`src/rtl/mmio_console.sv`:
```
// mmio_console: memory-mapped console and halt device on the data-memory bus.
// TXDATA stores feed a TX FIFO drained over a valid/ready byte stream; an EXIT
// store halts the run with an exit code; a free-running cycle counter is readable.
module mmio_console #(
    parameter logic [31:0] ADDR_BASE  = 32'hFFFF_0000,
    parameter int unsigned FIFO_DEPTH = 8
) (
    input  logic        clk,
    input  logic        rst,
    input  logic [31:0] mem_addr,
    input  logic [31:0] mem_wdata,
    input  logic        mem_we,
    input  logic        mem_re,
    output logic        sel,
    output logic [31:0] rdata,
    output logic [7:0]  tx_data,
    output logic        tx_valid,
    input  logic        tx_ready,
    output logic        halt,
    output logic [31:0] exit_code,
    output logic        done
);

    localparam int unsigned AW = $clog2(FIFO_DEPTH);

    localparam logic [1:0] OFF_TXDATA = 2'd0;
    localparam logic [1:0] OFF_STATUS = 2'd1;
    localparam logic [1:0] OFF_EXIT   = 2'd2;
    localparam logic [1:0] OFF_CYCLE  = 2'd3;

    logic [7:0]  r_mem [FIFO_DEPTH];
    logic [AW:0] r_wptr;
    logic [AW:0] r_rptr;
    logic        r_overflow;
    logic        r_halt;
    logic [31:0] r_exit_code;
    logic [31:0] r_cycle;

    logic [1:0]  w_off;
    logic        w_wr;
    logic        w_full;
    logic        w_empty;
    logic        w_pop;
    logic        w_push_req;
    logic        w_push;
    logic        w_exit_wr;
    logic        w_unused_addr;

    assign sel        = (mem_addr[31:4] == ADDR_BASE[31:4]);
    assign w_off      = mem_addr[3:2];
    assign w_wr       = sel & mem_we;
    assign w_unused_addr = ^mem_addr[1:0];

    assign w_empty    = (r_wptr == r_rptr);
    assign w_full     = ((r_wptr ^ r_rptr) == {1'b1, {AW{1'b0}}});
    assign w_pop      = tx_valid & tx_ready;
    assign w_push_req = w_wr & (w_off == OFF_TXDATA) & ~r_halt;
    // A pop in the same cycle frees the slot, so a push into a full FIFO is accepted.
    assign w_push     = w_push_req & (~w_full | w_pop);
    assign w_exit_wr  = w_wr & (w_off == OFF_EXIT) & ~r_halt;

    assign tx_valid   = ~w_empty;
    // Head byte is forced to zero when empty so the reset value is defined without clearing storage.
    assign tx_data    = w_empty ? 8'h00 : r_mem[r_rptr[AW-1:0]];
    assign halt       = r_halt;
    assign exit_code  = r_exit_code;
    assign done       = r_halt & w_empty;

    // FIFO storage: written on accepted pushes, no reset needed.
    always_ff @(posedge clk) begin
        if (w_push) begin
            r_mem[r_wptr[AW-1:0]] <= mem_wdata[7:0];
        end
    end

    // FIFO pointers and sticky overflow flag.
    always_ff @(posedge clk or posedge rst) begin
        if (rst) begin
            r_wptr     <= '0;
            r_rptr     <= '0;
            r_overflow <= 1'b0;
        end else begin
            if (w_push) begin
                r_wptr <= r_wptr + 1'b1;
            end
            if (w_pop) begin
                r_rptr <= r_rptr + 1'b1;
            end
            if (w_push_req && w_full && !w_pop) begin
                r_overflow <= 1'b1;
            end else if (w_wr && (w_off == OFF_STATUS) && mem_wdata[1]) begin
                r_overflow <= 1'b0;
            end
        end
    end

    // Halt latch: first EXIT write wins and holds until reset.
    always_ff @(posedge clk or posedge rst) begin
        if (rst) begin
            r_halt      <= 1'b0;
            r_exit_code <= '0;
        end else if (w_exit_wr) begin
            r_halt      <= 1'b1;
            r_exit_code <= mem_wdata;
        end
    end

    // Cycle counter: runs until halted, holding its value from the halting edge.
    always_ff @(posedge clk or posedge rst) begin
        if (rst) begin
            r_cycle <= '0;
        end else if (!r_halt && !w_exit_wr) begin
            r_cycle <= r_cycle + 32'd1;
        end
    end

    // Combinational load path, zero when not selected for a read.
    always_comb begin
        rdata = '0;
        if (sel && mem_re) begin
            case (w_off)
                OFF_TXDATA: rdata = '0;
                OFF_STATUS: rdata = {28'b0, r_halt, r_overflow, w_full, w_empty};
                OFF_EXIT:   rdata = r_exit_code;
                OFF_CYCLE:  rdata = r_cycle;
                default:    rdata = '0;
            endcase
        end
    end

endmodule

```
`config.mk`:
```
export PLATFORM = sky130hd
export DESIGN_NAME = mmio_console
export DESIGN_NICKNAME = d
export VERILOG_FILES = /design/src/rtl/mmio_console.sv
export SDC_FILE = /design/constraint.sdc
export NUM_CORES = 1
export LEC_CHECK = 0
export ABC_CLOCK_PERIOD_IN_PS = 6700
export BUFFER_PORTS_ARGS = -buffer_cell sky130_fd_sc_hd__buf_2
export CORE_ASPECT_RATIO = 0.5
export CORE_UTILIZATION = 30
export CTS_CLUSTER_SIZE = 16
export DETAILED_ROUTE_END_ITERATION = 7
export HOLD_SLACK_MARGIN = 0.05
export MAX_ROUTING_LAYER = met4
export PLACE_DENSITY = 0.46
export SLEW_MARGIN = 20
export SYNTH_ARGS = -nofsm -noshare
export SYNTH_HDL_FRONTEND = slang
export SYNTH_SLANG_ARGS = --single-unit
export TNS_END_PERCENT = 30
```
`constraint.sdc`:
```
create_clock -name clk -period 6.7 [get_ports clk]
set_input_delay 0.67 -clock clk [delete_from_list [all_inputs] [get_ports clk]]
set_output_delay 0.67 -clock clk [all_outputs]
set_load 0.005 [all_outputs]
```
==> impl_metrics.prom <==
# TYPE chip_impl_metric gauge
chip_impl_metric{name="regToRegSetupSlack",unit="ns"} 3.62
chip_impl_metric{name="fin_tns_setup",unit="ns"} 0
chip_impl_metric{name="wire_length_per_cell",unit="µm"} 17.4
chip_impl_metric{name="coreArea",unit="µm²"} 20700
chip_impl_metric{name="cp.required",unit="ns"} 6.03
chip_impl_metric{name="drt_drc_violations_left",unit=""} 0
chip_impl_metric{name="synth-edff-count",unit=""} 64
chip_impl_metric{name="period_minus_slack",unit="ns"} 3.89
chip_impl_metric{name="totalWireLength",unit="µm"} 15300
chip_impl_metric{name="cts_repair_resize_count",unit=""} 0
chip_impl_metric{name="die_height",unit="µm"} 105
chip_impl_metric{name="power.static_leakage",unit="µW"} 0.00357
chip_impl_info{name="final_cell_mix",value="142 x sky130_fd_sc_hd__buf_2, 74 x sky130_fd_sc_hd__dfrtp_1, 64 x sky130_fd_sc_hd__edfxtp_1"} 1
chip_impl_metric{name="layout.area.seq",unit="µm²"} 3770
chip_impl_metric{name="syn-mean-instance-area",unit="µm²"} 14.2
chip_impl_metric{name="max-clock-path-buffers",unit=""} 2
chip_impl_info{name="crit_type",value="in -> out"} 1
chip_impl_metric{name="grt_max_degree",unit=""} 75
chip_impl_metric{name="pwr_density_cell",unit="nW/µm²"} 275
chip_impl_metric{name="synth_largest_type_area_fraction",unit="%"} 30.1
chip_impl_info{name="clock_tree.root_cell",value="sky130_fd_sc_hd__clkbuf_16"} 1
chip_impl_metric{name="postSynthCellCount",unit=""} 449
chip_impl_metric{name="finalNetCount",unit=""} 668
chip_impl_metric{name="hold_buffers",unit=""} 0
chip_impl_metric{name="timing.slew.headroom",unit="%"} 36.1
chip_impl_metric{name="clkSlewWorstSetupHoldPaths",unit="ns"} 0.06
chip_impl_info{name="post_synth_main_area_contributors",value="sky130_fd_sc_hd__edfxtp_1 30%, sky130_fd_sc_hd__dfrtp_1 29%, sky130_fd_sc_hd__mux2_4 7.0%, sky130_fd_sc_hd__mux2i_1 5.6%, sky130_fd_sc_hd__mux4_2 5.6%"} 1
chip_impl_metric{name="power.ir.vdd_worst",unit="µV"} 183
chip_impl_info{name="rsz0062_at_grt",value="no"} 1
chip_impl_metric{name="grt_pass1_wl",unit="µm"} 24200
chip_impl_metric{name="layout-drive-gt1-share",unit="%"} 39.5
chip_impl_metric{name="synth-seq-cells",unit=""} 138
chip_impl_metric{name="timing.final.max_slew_violations",unit=""} 0
chip_impl_metric{name="floorplan.die_area",unit="µm²"} 21900
chip_impl_metric{name="nFillCells",unit=""} 2048
chip_impl_info{name="worst_hold_path_type",value="in -> async"} 1
chip_impl_metric{name="detailedRoute.firstIterationViolations",unit=""} 221
chip_impl_metric{name="postSynthNetCount",unit=""} 521
chip_impl_info{name="start_kind",value="input pin"} 1
chip_impl_metric{name="drt-vias-per-instance",unit=""} 4.70
chip_impl_metric{name="post-cts-setup-buffer-count",unit=""} 0
chip_impl_metric{name="ys_warn_count",unit=""} 0
chip_impl_metric{name="numPortBuffers",unit=""} 142
chip_impl_metric{name="global_route.overflow_total",unit=""} 0
chip_impl_metric{name="hpwl",unit="µm"} 10100
chip_impl_metric{name="ant_nets",unit=""} 0
chip_impl_metric{name="fp.dieW",unit="µm"} 208
chip_impl_metric{name="first_global_vias",unit=""} 4225
chip_impl_metric{name="final-hold-violation-count",unit=""} 0
chip_impl_metric{name="tightestPinTransition",unit="ns"} 0.955
chip_impl_metric{name="grt_antenna_before_repair",unit=""} 0
chip_impl_metric{name="endpoint_arrival_time_on_the_critical_path",unit="ns"} 3.22
chip_impl_metric{name="globalRouteTotalUtil",unit="%"} 15.1
chip_impl_metric{name="max_cap_violations",unit=""} 0
chip_impl_metric{name="path_max_fanout",unit=""} 28
chip_impl_metric{name="netlist-cell-type-count",unit=""} 45
chip_impl_metric{name="portion_of_the_post_synthesis_area_used_by_sequential_elements",unit="%"} 59.0
chip_impl_metric{name="multi_input_area",unit="µm²"} 2520
chip_impl_info{name="mostFrequentLayoutCell",value="sky130_fd_sc_hd__buf_2"} 1
chip_impl_metric{name="drt_first_pass_iters",unit=""} 5
chip_impl_metric{name="place_inst",unit=""} 850
chip_impl_metric{name="clock-sinks",unit=""} 138
chip_impl_metric{name="top_level_ports",unit=""} 145
chip_impl_metric{name="synthesis.area",unit="µm²"} 6390
chip_impl_metric{name="fin_cells",unit=""} 881
chip_impl_metric{name="max_freq",unit="MHz"} 257
chip_impl_metric{name="antennaDiodeCount",unit=""} 0
chip_impl_metric{name="globalplace.congestion",unit=""} 0.710
chip_impl_metric{name="fin_worst_skew",unit="ns"} 0.00571
chip_impl_metric{name="cts-htree-levels",unit=""} 4
chip_impl_info{name="worst_setup_path_end_kind",value="primary output"} 1
chip_impl_metric{name="placementRows",unit=""} 37
chip_impl_metric{name="layout-area-overhead-vs-synth",unit="%"} 24.5
chip_impl_metric{name="vias_post_dr",unit=""} 4145
chip_impl_metric{name="cts-buffers-inserted",unit=""} 17
chip_impl_metric{name="period_share",unit="%"} 58.0
chip_impl_info{name="yosys_most_used_dff",value="sky130_fd_sc_hd__dfrtp_1"} 1
chip_impl_metric{name="timing.final.setup_violations",unit=""} 0
chip_impl_metric{name="initial_core_util",unit="%"} 30.8
chip_impl_info{name="cts_tree",value="done"} 1
chip_impl_info{name="synth_top_area_cell",value="sky130_fd_sc_hd__edfxtp_1"} 1
chip_impl_metric{name="synthArstFlopShare",unit="%"} 53.6
chip_impl_metric{name="worst_hold_margin",unit="ns"} 0.451
chip_impl_metric{name="clock_latency_late_sink",unit="ns"} 0.41
chip_impl_info{name="outcome",value="finished clean"} 1
[routing by layer]
layer  global-route usage, %  up-vias  share of wire [%]
met2                    23.7       58                 49
met1                    19.8     2115                 49
met4                    3.97        0               0.57
met5                       -        -                  0
li1                        -     1962                  -
met3                    3.40       10                2.2
[worst max-delay path: stages]
cell                      delay, ns
sky130_fd_sc_hd__buf_2         0.10
sky130_fd_sc_hd__or4b_4        0.54
sky130_fd_sc_hd__nor4_4        0.50
sky130_fd_sc_hd__and2_1        0.39
sky130_fd_sc_hd__nand3_2       0.57
sky130_fd_sc_hd__nor2_1        0.30
sky130_fd_sc_hd__buf_2         0.15
[state kept, by name (all words and copies together) (netlist names)]
signal      flops
halt            1
r_wptr          4
r_rptr          4
exit_code      32
r_cycle        32
r_mem          64
r_overflow      1
[per-stage QoR]
step                utilization (%)  power [µW]  setup slack, ns  cell area, µm²
floorplan                         -        1180             3.60            6390
global placement               35.7        1320             2.75            7400
detailed placement             35.7        1320             2.76            7400
CTS                            38.4        2230             2.76            7960
global route                   38.4        2290             2.56            7960
finish                         38.4        2190             2.81            7960
[path summary, 6_finish.rpt]
check | cells after the start | end | from
worst min-delay path | 3 | exit_code[28] | rst
min in group clk | 1 | r_cycle[31] | r_cycle[31]
max in group asynchronous | 3 | r_wptr[0] | rst
worst max register to register | 5 | r_mem[4][6] | halt
worst min register to register | 1 | r_cycle[31] | r_cycle[31]
worst max-delay path | 7 | rdata[6] | mem_addr[13]
[final cells by class]
class / instances / area share [%]
Clock inverter: 12 / 1.59
Inverter: 3 / 0.157
Tap cell: 273 / 4.29
Timing Repair Buffer: 147 / 9.45
Clock buffer: 19 / 5.44
Sequential cell: 138 / 47.4
Multi-Input combinational cell: 289 / 31.7
[report_power, final]
part	internal, µW	total (µW)	switching, µW	leakage, µW
logic	186	335	149	0.00175
clock network	544	903	359	0.000263
registers	899	951	51.8	0.00156
total	1630	2190	559	0.00357
[cells in the mapped netlist (2+ instances only)]
cell type	instances
sky130_fd_sc_hd__or4_1	3
sky130_fd_sc_hd__nand4b_1	2
sky130_fd_sc_hd__and2_1	3
sky130_fd_sc_hd__buf_6	3
sky130_fd_sc_hd__nor4_1	3
sky130_fd_sc_hd__mux2_4	30
sky130_fd_sc_hd__nand3_1	16
sky130_fd_sc_hd__or3_1	2
sky130_fd_sc_hd__clkbuf_1	13
sky130_fd_sc_hd__xnor2_1	29
sky130_fd_sc_hd__dfrtp_1	74
sky130_fd_sc_hd__nor2b_1	4
sky130_fd_sc_hd__a22oi_1	3
sky130_fd_sc_hd__and3_1	9
sky130_fd_sc_hd__nor4b_1	2
sky130_fd_sc_hd__nor3_1	5
sky130_fd_sc_hd__inv_1	2
sky130_fd_sc_hd__mux2i_1	36
sky130_fd_sc_hd__or2_2	2
sky130_fd_sc_hd__and4_1	2
sky130_fd_sc_hd__nand2_1	19
sky130_fd_sc_hd__xor2_1	12
sky130_fd_sc_hd__nor2_1	50
sky130_fd_sc_hd__nand2b_1	4
sky130_fd_sc_hd__nand4_1	15
sky130_fd_sc_hd__mux4_2	16
sky130_fd_sc_hd__ha_1	3
sky130_fd_sc_hd__edfxtp_1	64
sky130_fd_sc_hd__mux2_2	7
[cells by family after synthesis]
logic type	count (synthesis)	share of synthesized area [%]
simple gates	147	12.3
flops	138	59.0
mux	89	19.5
xor+xnor	41	5.62
buf+inv	22	1.72
compound gates	9	1.23
fa+ha+maj	3	0.587
Note: power is estimated with default switching activity, not from simulation.
